`src/rtl/imem_pkg.sv`:
```
// rtl/imem_pkg.sv - shared sizes and loader state type for the instruction-memory loader
package imem_pkg;

    localparam int IMEM_DEPTH = 64;
    localparam int IMEM_AW    = 6;
    localparam int IMEM_DW    = 32;

    typedef enum logic [1:0] {
        ST_IDLE,
        ST_LOAD,
        ST_FLUSH,
        ST_DONE
    } imem_state_t;

endpackage

```
`src/rtl/imem_word_counter.sv`:
```
// rtl/imem_word_counter.sv - word address counter with clear/load, saturating increment and terminal count
module imem_word_counter
    import imem_pkg::*;
#(
    parameter int ADDR_W = IMEM_AW
) (
    input  logic              clk,
    input  logic              reset,
    input  logic              clear,
    input  logic [ADDR_W-1:0] last_in,
    input  logic              inc,
    output logic [ADDR_W-1:0] value,
    output logic              tc
);

    logic [ADDR_W-1:0] last;

    // Increment stops at the terminal value, so a full-depth load never wraps back to 0.
    always_ff @(posedge clk or negedge reset) begin
        if (!reset) begin
            value <= '0;
            last  <= '0;
        end else if (clear) begin
            value <= '0;
            last  <= last_in;
        end else if (inc && !tc) begin
            value <= value + 1'b1;
        end
    end

    assign tc = (value == last);

endmodule

```
`src/rtl/imem_loader.sv`:
```
// rtl/imem_loader.sv - streams words into instruction memory while holding the core; optional checksum via IMEM_LOADER_CHECKSUM_EN
module imem_loader
    import imem_pkg::*;
#(
    parameter int DATA_W = IMEM_DW,
    parameter int ADDR_W = IMEM_AW
) (
    input  logic              clk,
    input  logic              reset,
    input  logic              start,
    input  logic [ADDR_W:0]   count,
    input  logic              in_valid,
    input  logic [DATA_W-1:0] in_data,
`ifdef IMEM_LOADER_CHECKSUM_EN
    input  logic [DATA_W-1:0] exp_sum,
    output logic [DATA_W-1:0] sum,
`endif
    output logic              in_ready,
    output logic              we,
    output logic [ADDR_W-1:0] waddr,
    output logic [DATA_W-1:0] wdata,
    output logic              core_hold,
    output logic              busy,
    output logic              done,
    output logic              err
);

    localparam logic [ADDR_W:0] MAX_COUNT = {1'b1, {ADDR_W{1'b0}}};

    imem_state_t       state;
    logic              count_ok;
    logic              accept;
    logic              hs;
    logic [ADDR_W-1:0] cnt_value;
    logic              cnt_tc;

    assign count_ok = (count != '0) && (count <= MAX_COUNT);
    assign accept   = (state == ST_IDLE) && start && count_ok;
    assign hs       = in_valid && in_ready;

    // Terminal value is count-1; a count of 2**ADDR_W truncates to 0 and underflows to the top address.
    imem_word_counter #(
        .ADDR_W (ADDR_W)
    ) u_counter (
        .clk     (clk),
        .reset   (reset),
        .clear   (accept),
        .last_in (count[ADDR_W-1:0] - 1'b1),
        .inc     (hs),
        .value   (cnt_value),
        .tc      (cnt_tc)
    );

`ifdef IMEM_LOADER_CHECKSUM_EN
    logic [DATA_W-1:0] acc;
    logic [DATA_W-1:0] exp_q;

    always_ff @(posedge clk or negedge reset) begin
        if (!reset) begin
            acc   <= '0;
            exp_q <= '0;
        end else if (accept) begin
            acc   <= '0;
            exp_q <= exp_sum;
        end else if (hs) begin
            acc   <= acc + in_data;
        end
    end

    assign sum = acc;
`endif

    always_ff @(posedge clk or negedge reset) begin
        if (!reset) begin
            state     <= ST_IDLE;
            in_ready  <= 1'b0;
            we        <= 1'b0;
            waddr     <= '0;
            wdata     <= '0;
            core_hold <= 1'b0;
            busy      <= 1'b0;
            done      <= 1'b0;
            err       <= 1'b0;
        end else begin
            we   <= hs;
            done <= 1'b0;
            err  <= 1'b0;
            if (hs) begin
                waddr <= cnt_value;
                wdata <= in_data;
            end
            case (state)
                ST_IDLE: begin
                    if (start) begin
                        if (count_ok) begin
                            state     <= ST_LOAD;
                            in_ready  <= 1'b1;
                            busy      <= 1'b1;
                            core_hold <= 1'b1;
                        end else begin
                            err <= 1'b1;
                        end
                    end
                end
                ST_LOAD: begin
                    if (hs && cnt_tc) begin
                        state    <= ST_FLUSH;
                        in_ready <= 1'b0;
                    end
                end
                ST_FLUSH: begin
                    state <= ST_DONE;
                    done  <= 1'b1;
`ifdef IMEM_LOADER_CHECKSUM_EN
                    err   <= (acc != exp_q);
`endif
                end
                ST_DONE: begin
                    state     <= ST_IDLE;
                    busy      <= 1'b0;
                    core_hold <= 1'b0;
                end
                default: begin
                    state <= ST_IDLE;
                end
            endcase
        end
    end

endmodule

```
`config.mk`:
```
export PLATFORM = sky130hd
export DESIGN_NAME = imem_loader
export DESIGN_NICKNAME = d
export VERILOG_FILES = /design/src/rtl/imem_pkg.sv /design/src/rtl/imem_word_counter.sv /design/src/rtl/imem_loader.sv
export SDC_FILE = /design/constraint.sdc
export NUM_CORES = 1
export LEC_CHECK = 0
export BUFFER_PORTS_ARGS = -buffer_cell sky130_fd_sc_hd__buf_2
export CAP_MARGIN = 20
export CORE_MARGIN = 4
export CORE_UTILIZATION = 43
export CTS_CLUSTER_DIAMETER = 200
export DETAILED_ROUTE_END_ITERATION = 6
export GPL_ROUTABILITY_DRIVEN = 1
export PLACE_DENSITY_LB_ADDON = 0.2
export SLEW_MARGIN = 25
export SYNTH_ARGS = -nofsm -noshare
export SYNTH_HDL_FRONTEND = slang
export SYNTH_SLANG_ARGS = --single-unit
export TNS_END_PERCENT = 30
```
`constraint.sdc`:
```
create_clock -name clk -period 4.1 [get_ports clk]
set_input_delay 0.205 -clock clk [delete_from_list [all_inputs] [get_ports clk]]
set_output_delay 0.205 -clock clk [all_outputs]
set_load 0.1 [all_outputs]
```
== Word level (Yosys, flattened, before mapping) ==
Cells that the tools add are included.

* Register bits after elaboration: 57

* $add $sub $neg: 2
* Magnitude comparators: 1
* Equality and inequality tests: 7
* Mux-type cells: 15
* Reduce and logical (&&, ||, !) cells: 15

{| class="wikitable"
|+ Operator list
! cell !! number
|-
| 6-bit 2-to-1 mux || 2
|-
| 2-bit case mux with 4 select lines || 1
|-
| 7-bit <= comparator (second input constant) || 1
|-
| 1-bit 2-to-1 mux || 7
|-
| 7-bit nonzero test || 1
|-
| 6-bit by 1-bit adder with 6-bit output (second input constant) || 1
|-
| 6-bit equality test || 1
|-
| 1-bit logical AND || 6
|-
| 2-bit 2-to-1 mux || 3
|-
| 2-bit inequality test (second input constant) || 3
|-
| 3-bit AND reduction || 2
|-
| 2-bit nonzero test || 3
|-
| 6-bit by 1-bit subtractor with 6-bit output (second input constant) || 1
|-
| 2-bit equality test (second input constant) || 2
|-
| 1-bit case mux with 2 select lines || 2
|-
| 4-bit AND reduction || 1
|-
| 2-bit by 1-bit equality test with 1-bit output (second input constant) || 1
|-
| 2-bit zero test || 1
|-
| 1-bit zero test || 1
|}

== Longest topological paths before layout ==
Gate-level depths: netlist of the first run.

* Word-level depth: 5
* Depth in mapped cells: 8

== Hierarchy ==
A second synthesis of the first run with hierarchy kept.

* Cell total of the unflattened synthesis: 191
* Area total of the unflattened synthesis: 2,537.4 um^2

{| class="wikitable"
|+ Modules (own cells, without submodules)
! module !! instances !! cells each !! area an instance (um^2)
|-
| imem_loader || 1 || 138 || 1,923.1
|-
| imem_word_counter || 1 || 53 || 614.3
|}

== Worst setup path before layout of the first run ==
No wires, ideal clock.

* Path kind: reg-to-reg
* From: register in_ready
* To: register state[1]
* Library setup time: 0.125 ns
* Arrival time: 2.105 ns
* Setup slack: 1.870 ns
* Stages on the path, launching flop included: 6
* Path buffers: 0
* Clock period less this slack: 2.230 ns
* Path through: dfrtp_1 nand2_1 inv_2 nand3_1 a21o_1 mux2_4

* Longest elaborated chain between the ends: 4

{| class="wikitable"
|+ RTL lines
! item !! RTL line !! source
|-
| from (decl) || imem_loader.sv:18 || <nowiki>output logic in_ready,</nowiki>
|-
| from (signal assigned) || imem_loader.sv:76 || <nowiki>in_ready <= 1'b0;</nowiki>
|-
| from (signal assigned) || imem_loader.sv:97 || <nowiki>in_ready <= 1'b1;</nowiki>
|-
| from (signal assigned) || imem_loader.sv:108 || <nowiki>in_ready <= 1'b0;</nowiki>
|-
| 1-bit logical AND || imem_loader.sv:39 || <nowiki>assign hs = in_valid && in_ready;</nowiki>
|-
| 1-bit logical AND || imem_loader.sv:106 || <nowiki>if (hs && cnt_tc) begin</nowiki>
|-
| 2-bit inequality test (no line) || - ||
|-
| 3-bit AND reduction (no line) || - ||
|-
| to (signal assigned) || imem_loader.sv:107 || <nowiki>state <= ST_FLUSH;</nowiki>
|-
| to (signal assigned) || imem_loader.sv:112 || <nowiki>state <= ST_DONE;</nowiki>
|-
| to (signal assigned) || imem_loader.sv:119 || <nowiki>state <= ST_IDLE;</nowiki>
|-
| to (decl) || imem_loader.sv:30 || <nowiki>imem_state_t state;</nowiki>
|}

No other way between the ends.
A chain may end at the register's enable or synchronous reset.

== Final worst setup path of the first run ==
Ends and elaborated chain as after synthesis.

==> impl_metrics.json, run 1 <==
{
  "status": "completed",
  "synth_nets": 242,
  "cts-root-buf": "clkbuf_8",
  "grt_pass1_vias": 1808,
  "cts_repair_resize_count": 0,
  "wl_met2_um": 2364,
  "grt.overflow.total": 0,
  "clk_pin_slew_ns": 0.06,
  "grt_max_degree": 58,
  "slew_headroom": 0.5261,
  "critPathCaptureType": "flip-flop",
  "cts_hold_buf": 0,
  "dr.pass1.iters": 4,
  "core_area_mm2": 0.005540,
  "synth_area_leaders": "dfrtp_1 (57%), mux2_2 (17%), ha_1 (4.0%)",
  "synth.most_common_cell": "dfrtp_1",
  "pwr-share-seq": 0.524,
  "critPathArrivalTime_ns": 2.27,
  "crit_required_ns": 4.32,
  "routed_wl_um": 4933,
  "synth_edf_count": 0,
  "tightest_slew_ns": 0.7099,
  "hold_viol": 0,
  "dr.max_layer_used": "met4",
  "drv_slew": 0,
  "cts_tree": "done",
  "switching_power_mw": 0.2274,
  "clkPwrFrac": 0.437,
  "p_leak_nw": 1.809,
  "worst_path_max_delay_cell": "inv_2",
  "synth_top_area_cell": "dfrtp_1",
  "dp_hpwl_um": 3588,
  "ys_seq_area_frac": 0.5740,
  "drt-met1-wl_um": 2085,
  "die_w_um": 84.02,
  "clock_sinks": 57,
  "cpPeakStageDelay_ns": 0.63,
  "cts_max_level": 3,
  "synth.distinct_cells": 28,
  "cp_cell_sequence": "nand2_1 > inv_2 > nand3_1 > a21o_1 > mux2_4",
  "worst_ir_drop_vdd_mv": 0.1658,
  "clock_path_buffers": 2,
  "critPathLaunchType": "flip-flop",
  "ys.flop_type": "dfrtp_1",
  "p_int_mw": 0.8458,
  "post_cts_buffers": 0,
  "antenna_found_initial": 0,
  "layout_setup_ws_ns": 2.048,
  "power_mw": 1.073,
  "maxCapViolations": 0,
  "diodes": 0,
  "numPortBuffers": 86,
  "synth_top_area_frac": 0.5740,
  "final.setup.tns_ns": 0,
  "finalSetupViolCount": 0,
  "rsz0062_at_grt": "no",
  "grt.total_usage": 0.1533,
  "num_rows": 27,
  "fin_nets": 335,
  "die-area_mm2": 0.007059,
  "syn_inst": 191,
  "post-place-ws_ns": 2.035,
  "switching_share": 0.2119,
  "antenna_left": 0,
  "period_minus_slack_ns": 2.052,
  "yosys_warnings": 0,
  "crit_fanout": 35,
  "combPwrFrac": 0.039,
  "max_freq_mhz": 487.4,
  "clock_latency_ns": 0.33,
  "io_pins": 87,
  "areaGrowthSynthToFinish_pct": 27.44,
  "drive_gt1_frac": 0.5000,
  "post-route-period-util": 0.5004,
  "avgViaCountPerCell": 4.800,
  "crit_buf_inv": 1,
  "avgSynthCellArea_um2": 13.01,
  "grt_first_pass_wirelength_um": 8459,
  "synthArstFlopShare": 1.000,
  "syn_area_mm2": 0.002485,
  "wl_per_cell_um": 13.70,
  "yosys-top-cells-count": "dfrtp_1 (57), mux2_2 (38), nor2_1 (16)",
  "initial_utilization": 0.4485,
  "crit_family": "buffers and inverters",
  "cts_buffers": 9,
  "drc": 0,
  "drtIter0Drc": 66,
  "finClkSkew_ns": 0.005784,
  "ys_ff_latch": 57,
  "dr_wl_met3_um": 409,
  "hold_class": "input port to async pin",
  "gp_congestion": 0.7408,
  "nFillCells": 511,
  "num_vias": 1728,
  "worst-setup-path-type": "flip-flop to flip-flop",
  "fp.dieH_um": 84.02,
  "powerDensity_mw_per_mm2": 338.9
}
==> worst reg2reg max path, stage by stage, from the launching register on <==
cell and delay [ns]:
dfrtp_1 0.36, nand2_1 0.26, inv_2 0.63, nand3_1 0.15
a21o_1 0.25, mux2_4 0.30
==> area by class of cell <==
class / count / area (um^2) / share of cell area
Timing Repair Buffer: 87 / 437.9 / 0.1383
Clock buffer: 13 / 168.9 / 0.05334
Clock inverter: 2 / 12.51 / 0.003951
Multi-Input combinational cell: 124 / 1012 / 0.3196
Tap cell: 72 / 90.09 / 0.02845
Inverter: 5 / 18.77 / 0.005927
Sequential cell: 57 / 1426 / 0.4504
==> state kept, by name, indices dropped and copies added, names as in the netlist <==
signal,cells
wdata,32
u_counter.last,6
err,1
in_ready,1
we,1
state,2
done,1
waddr,6
u_counter.value,6
busy,1
==> per-layer routing <==
metal | GRT usage | vias to the layer above
met5 | 0 | -
met4 | 0.05263 | 0
met3 | 0.06614 | 7
met2 | 0.2504 | 64
met1 | 0.1801 | 818
li1 | - | 839
==> layout by cell type (no fill, tap or decap), types with 3 or more instances in the layout <==
cell type | Yosys | final
a21oi_1 | 7 | 7
buf_2 | 4 | 86
clkbuf_8 | 0 | 12
dfrtp_1 | 57 | 57
ha_1 | 8 | 8
inv_1 | 4 | 4
mux2_2 | 38 | 38
mux2i_1 | 3 | 3
nand2_1 | 9 | 9
nand3_1 | 7 | 7
nor2_1 | 16 | 16
o21ai_0 | 6 | 6
xnor2_1 | 6 | 6
xor2_1 | 9 | 9
==> cell families after synthesis <==
logic type               synth area share
AO/OA/AOI/OAI                     0.03575
multiplexers                       0.1903
flip-flops                         0.5740
XOR/XNOR                          0.05287
AND/OR/NAND/NOR                   0.08812
adder cells (fa/ha/maj)           0.04028
buffers and inverters             0.01863
==> per-stage QoR <==
| stage | hold slack [ns] | std cells | cell area (um^2) | utilization |
|---|---|---|---|---|
| finish | 0.003587 | 360 | 3167 | 0.5716 |
| global route | 0.06314 | 360 | 3167 | 0.5716 |
| CTS | 0.02883 | 360 | 3167 | 0.5716 |
| detailed placement | 0.3836 | 345 | 2985 | 0.5388 |
| global placement | 0.3864 | 345 | 2985 | 0.5388 |
| floorplan | -0.09059 | 191 | 2485 | - |
==> path summary, 6_finish.rpt <==
path	cells after the start	startpoint	slack, ns	to
min in group clk	2	count[0]	0.10	u_counter.last[0]$_DFFE_PN0N_
min reg2reg	1	waddr[3]$_DFFE_PN0P_	0.50	waddr[3]$_DFFE_PN0P_
max reg2reg	5	in_ready$_DFFE_PN0P_	2.05	state[1]$_DFFE_PN0P_
max in group asynchronous	2	reset	3.65	u_counter.last[0]$_DFFE_PN0N_
min	2	reset	0.004	wdata[21]$_DFFE_PN0P_
max	5	in_ready$_DFFE_PN0P_	2.05	state[1]$_DFFE_PN0P_
==> power by group through the flow <==
stage / clock, mW / sequential, mW / combinational, mW
detailed placement: 0 / 0.573 / 0.0431
CTS: 0.484 / 0.563 / 0.0434
finish: 0.469 / 0.563 / 0.0417
global placement: 0 / 0.573 / 0.0429
global route: 0.508 / 0.562 / 0.0489
floorplan: 0 / 0.573 / 0.00775
(Power assumes the default switching activity.)
==> run 2, diff against run 1 <==
==> constraint.sdc (replaced) <==
create_clock -name clk -period 2 [get_ports clk]
set_input_delay 0.1 -clock clk [delete_from_list [all_inputs] [get_ports clk]]
set_output_delay 0.1 -clock clk [all_outputs]
set_load 0.1 [all_outputs]
==> impl_metrics.json, run 2 (synthesis gave the netlist of run 1 again) <==
{
  "status": "completed",
  "fin_nets": 373,
  "layout_setup_ws_ns": 0.1423,
  "placed_cell_area_mm2": 0.003057,
  "areaGrowthSynthToFinish_pct": 45.07,
  "largest_reg_flops": 32,
  "layout_common_cells": "buf_2 (86), dfrtp_1 (56), mux2_2 (38)",
  "rsz0062_at_grt": "no",
  "clock_path_buffers": 2,
  "drtIter0Drc": 60,
  "period_minus_slack_ns": 1.858,
  "r2r_slack_ns": 0.27,
  "cts_max_level": 3,
  "drive_gt1_frac": 0.4618,
  "clock_sinks": 57,
  "grt.overflow.total": 0,
  "p_leak_nw": 2.000,
  "cts_tree": "done",
  "post-place-ws_ns": 0.2603,
  "hold_viol": 0,
  "grt_first_pass_wirelength_um": 9577,
  "fp.dieH_um": 84.02,
  "regMostFlops": "wdata",
  "antenna_left": 0,
  "grt.total_usage": 0.1727,
  "die_w_um": 84.02,
  "dr.pass1.iters": 4,
  "routed_wl_um": 5541,
  "finalSetupViolCount": 0,
  "crit_required_ns": 2.22,
  "gp_congestion": 0.7410,
  "layout_commonest_cell": "buf_2",
  "critPathArrivalTime_ns": 2.07,
  "core_area_mm2": 0.005540,
  "worst_ir_drop_vdd_mv": 0.3744,
  "powerDensity_mw_per_mm2": 689.8,
  "tightest_slew_ns": 0.6008,
  "critPathLaunchType": "input port",
  "worst-setup-path-type": "input port to flip-flop",
  "initial_utilization": 0.4485,
  "critPathCaptureType": "flip-flop",
  "maxCapViolations": 0,
  "dp_hpwl_um": 3792,
  "final.setup.tns_ns": 0,
  "grt_pass1_vias": 1980,
  "numPortBuffers": 86,
  "clk_pin_slew_ns": 0.06,
  "crit_fanout": 5,
  "grt_max_degree": 34,
  "max_freq_mhz": 538.3,
  "cts_buffers": 9,
  "antenna_found_initial": 0,
  "clock_latency_ns": 0.33,
  "diodes": 0,
  "io_pins": 87,
  "wl_per_cell_um": 13.89,
  "die-area_mm2": 0.007059,
  "avgViaCountPerCell": 4.722,
  "drv_slew": 0,
  "drc": 0,
  "num_vias": 1884,
  "num_rows": 27,
  "finClkSkew_ns": 0.004242,
  "slew_headroom": 0.5994,
  "cts-root-buf": "clkbuf_8",
  "hold_class": "input port to flip-flop",
  "final_area_mm2": 0.003605,
  "post-route-period-util": 0.9288
}
run 2: cell count changes in the layout (fill, tap and decap cells not counted), sizes merged:
cell and change:
dlygate4sd3 +32, buf +6, bufinv +2, clkbuf +1
clkinv -1, clkinvlp -1
run 2: power by group:
group	leakage (nW)	total [mW]	switching (mW)	internal, mW
logic	1.10	0.141	0.0581	0.0832
clock network	0.111	1.19	0.420	0.771
registers	0.790	1.15	0	1.15
total	2.00	2.49	0.478	2.01
run 2: cell type report:
| type | instances | area [um^2] |
|---|---|---|
| inverter | 5 | 18.77 |
| clock buffer | 14 | 162.7 |
| multi-input combinational | 124 | 1017 |
| tap | 72 | 90.09 |
| fill | 447 | 1936 |
| sequential | 57 | 1428 |
| timing repair buffer | 125 | 828.3 |
| clock inverter | 2 | 60.06 |
run 2: critical path, cell delays in order:
cell	delay (ns)
dlygate4sd3_1	0.53
buf_2	0.13
inv_1	0.08
ha_1	0.14
nor3b_2	0.29
nor2_1	0.11
nor3_2	0.24
a21o_1	0.17
mux2_4	0.30
run 2: per-layer routing:
layer  vias to the layer above  part of all wire  track usage
li1                        925                 -            -
met3                         6             0.073      0.06417
met4                         0            0.0081      0.05702
met5                         -                 0            0
met1                       885              0.41       0.1996
met2                        68              0.51       0.2941
run 2: through the flow:
| step | hold WS [ns] | instances | util | power [mW] |
|---|---|---|---|---|
| floorplan | -0.1956 | 191 | - | 1.191 |
| global placement | 0.1468 | 351 | 0.5517 | 1.266 |
| detailed placement | 0.1437 | 351 | 0.5517 | 1.267 |
| CTS | 0.003443 | 399 | 0.6497 | 2.523 |
| global route | 0.001476 | 399 | 0.6506 | 2.588 |
| finish | 0.01911 | 399 | 0.6506 | 2.487 |
run 2: path summary, 6_finish.rpt:
| kind | start | endpoint | depth (start not counted) |
|---|---|---|---|
| max | count[0] | state[1]$_DFFE_PN0P_ | 9 |
| min | in_data[14] | wdata[14]$_DFFE_PN0P_ | 2 |
| max reg2reg | state[0]$_DFFE_PN0P_ | u_counter.last[2]$_DFFE_PN0N_ | 8 |
| min reg2reg | waddr[2]$_DFFE_PN0P_ | waddr[2]$_DFFE_PN0P_ | 1 |
| max in group asynchronous | reset | in_ready$_DFFE_PN0P_ | 3 |
| min in group asynchronous | reset | wdata[4]$_DFFE_PN0P_ | 2 |
run 2: timing repair:
| action | CTS | global route |
|---|---|---|
| setup buffers | 0 | 0 |
| hold endpoints to repair | 57 | 0 |
| resized for setup | 0 | 1 |
| endpoints found under the setup margin | 0 | 1 |
| hold buffers | 32 | 0 |
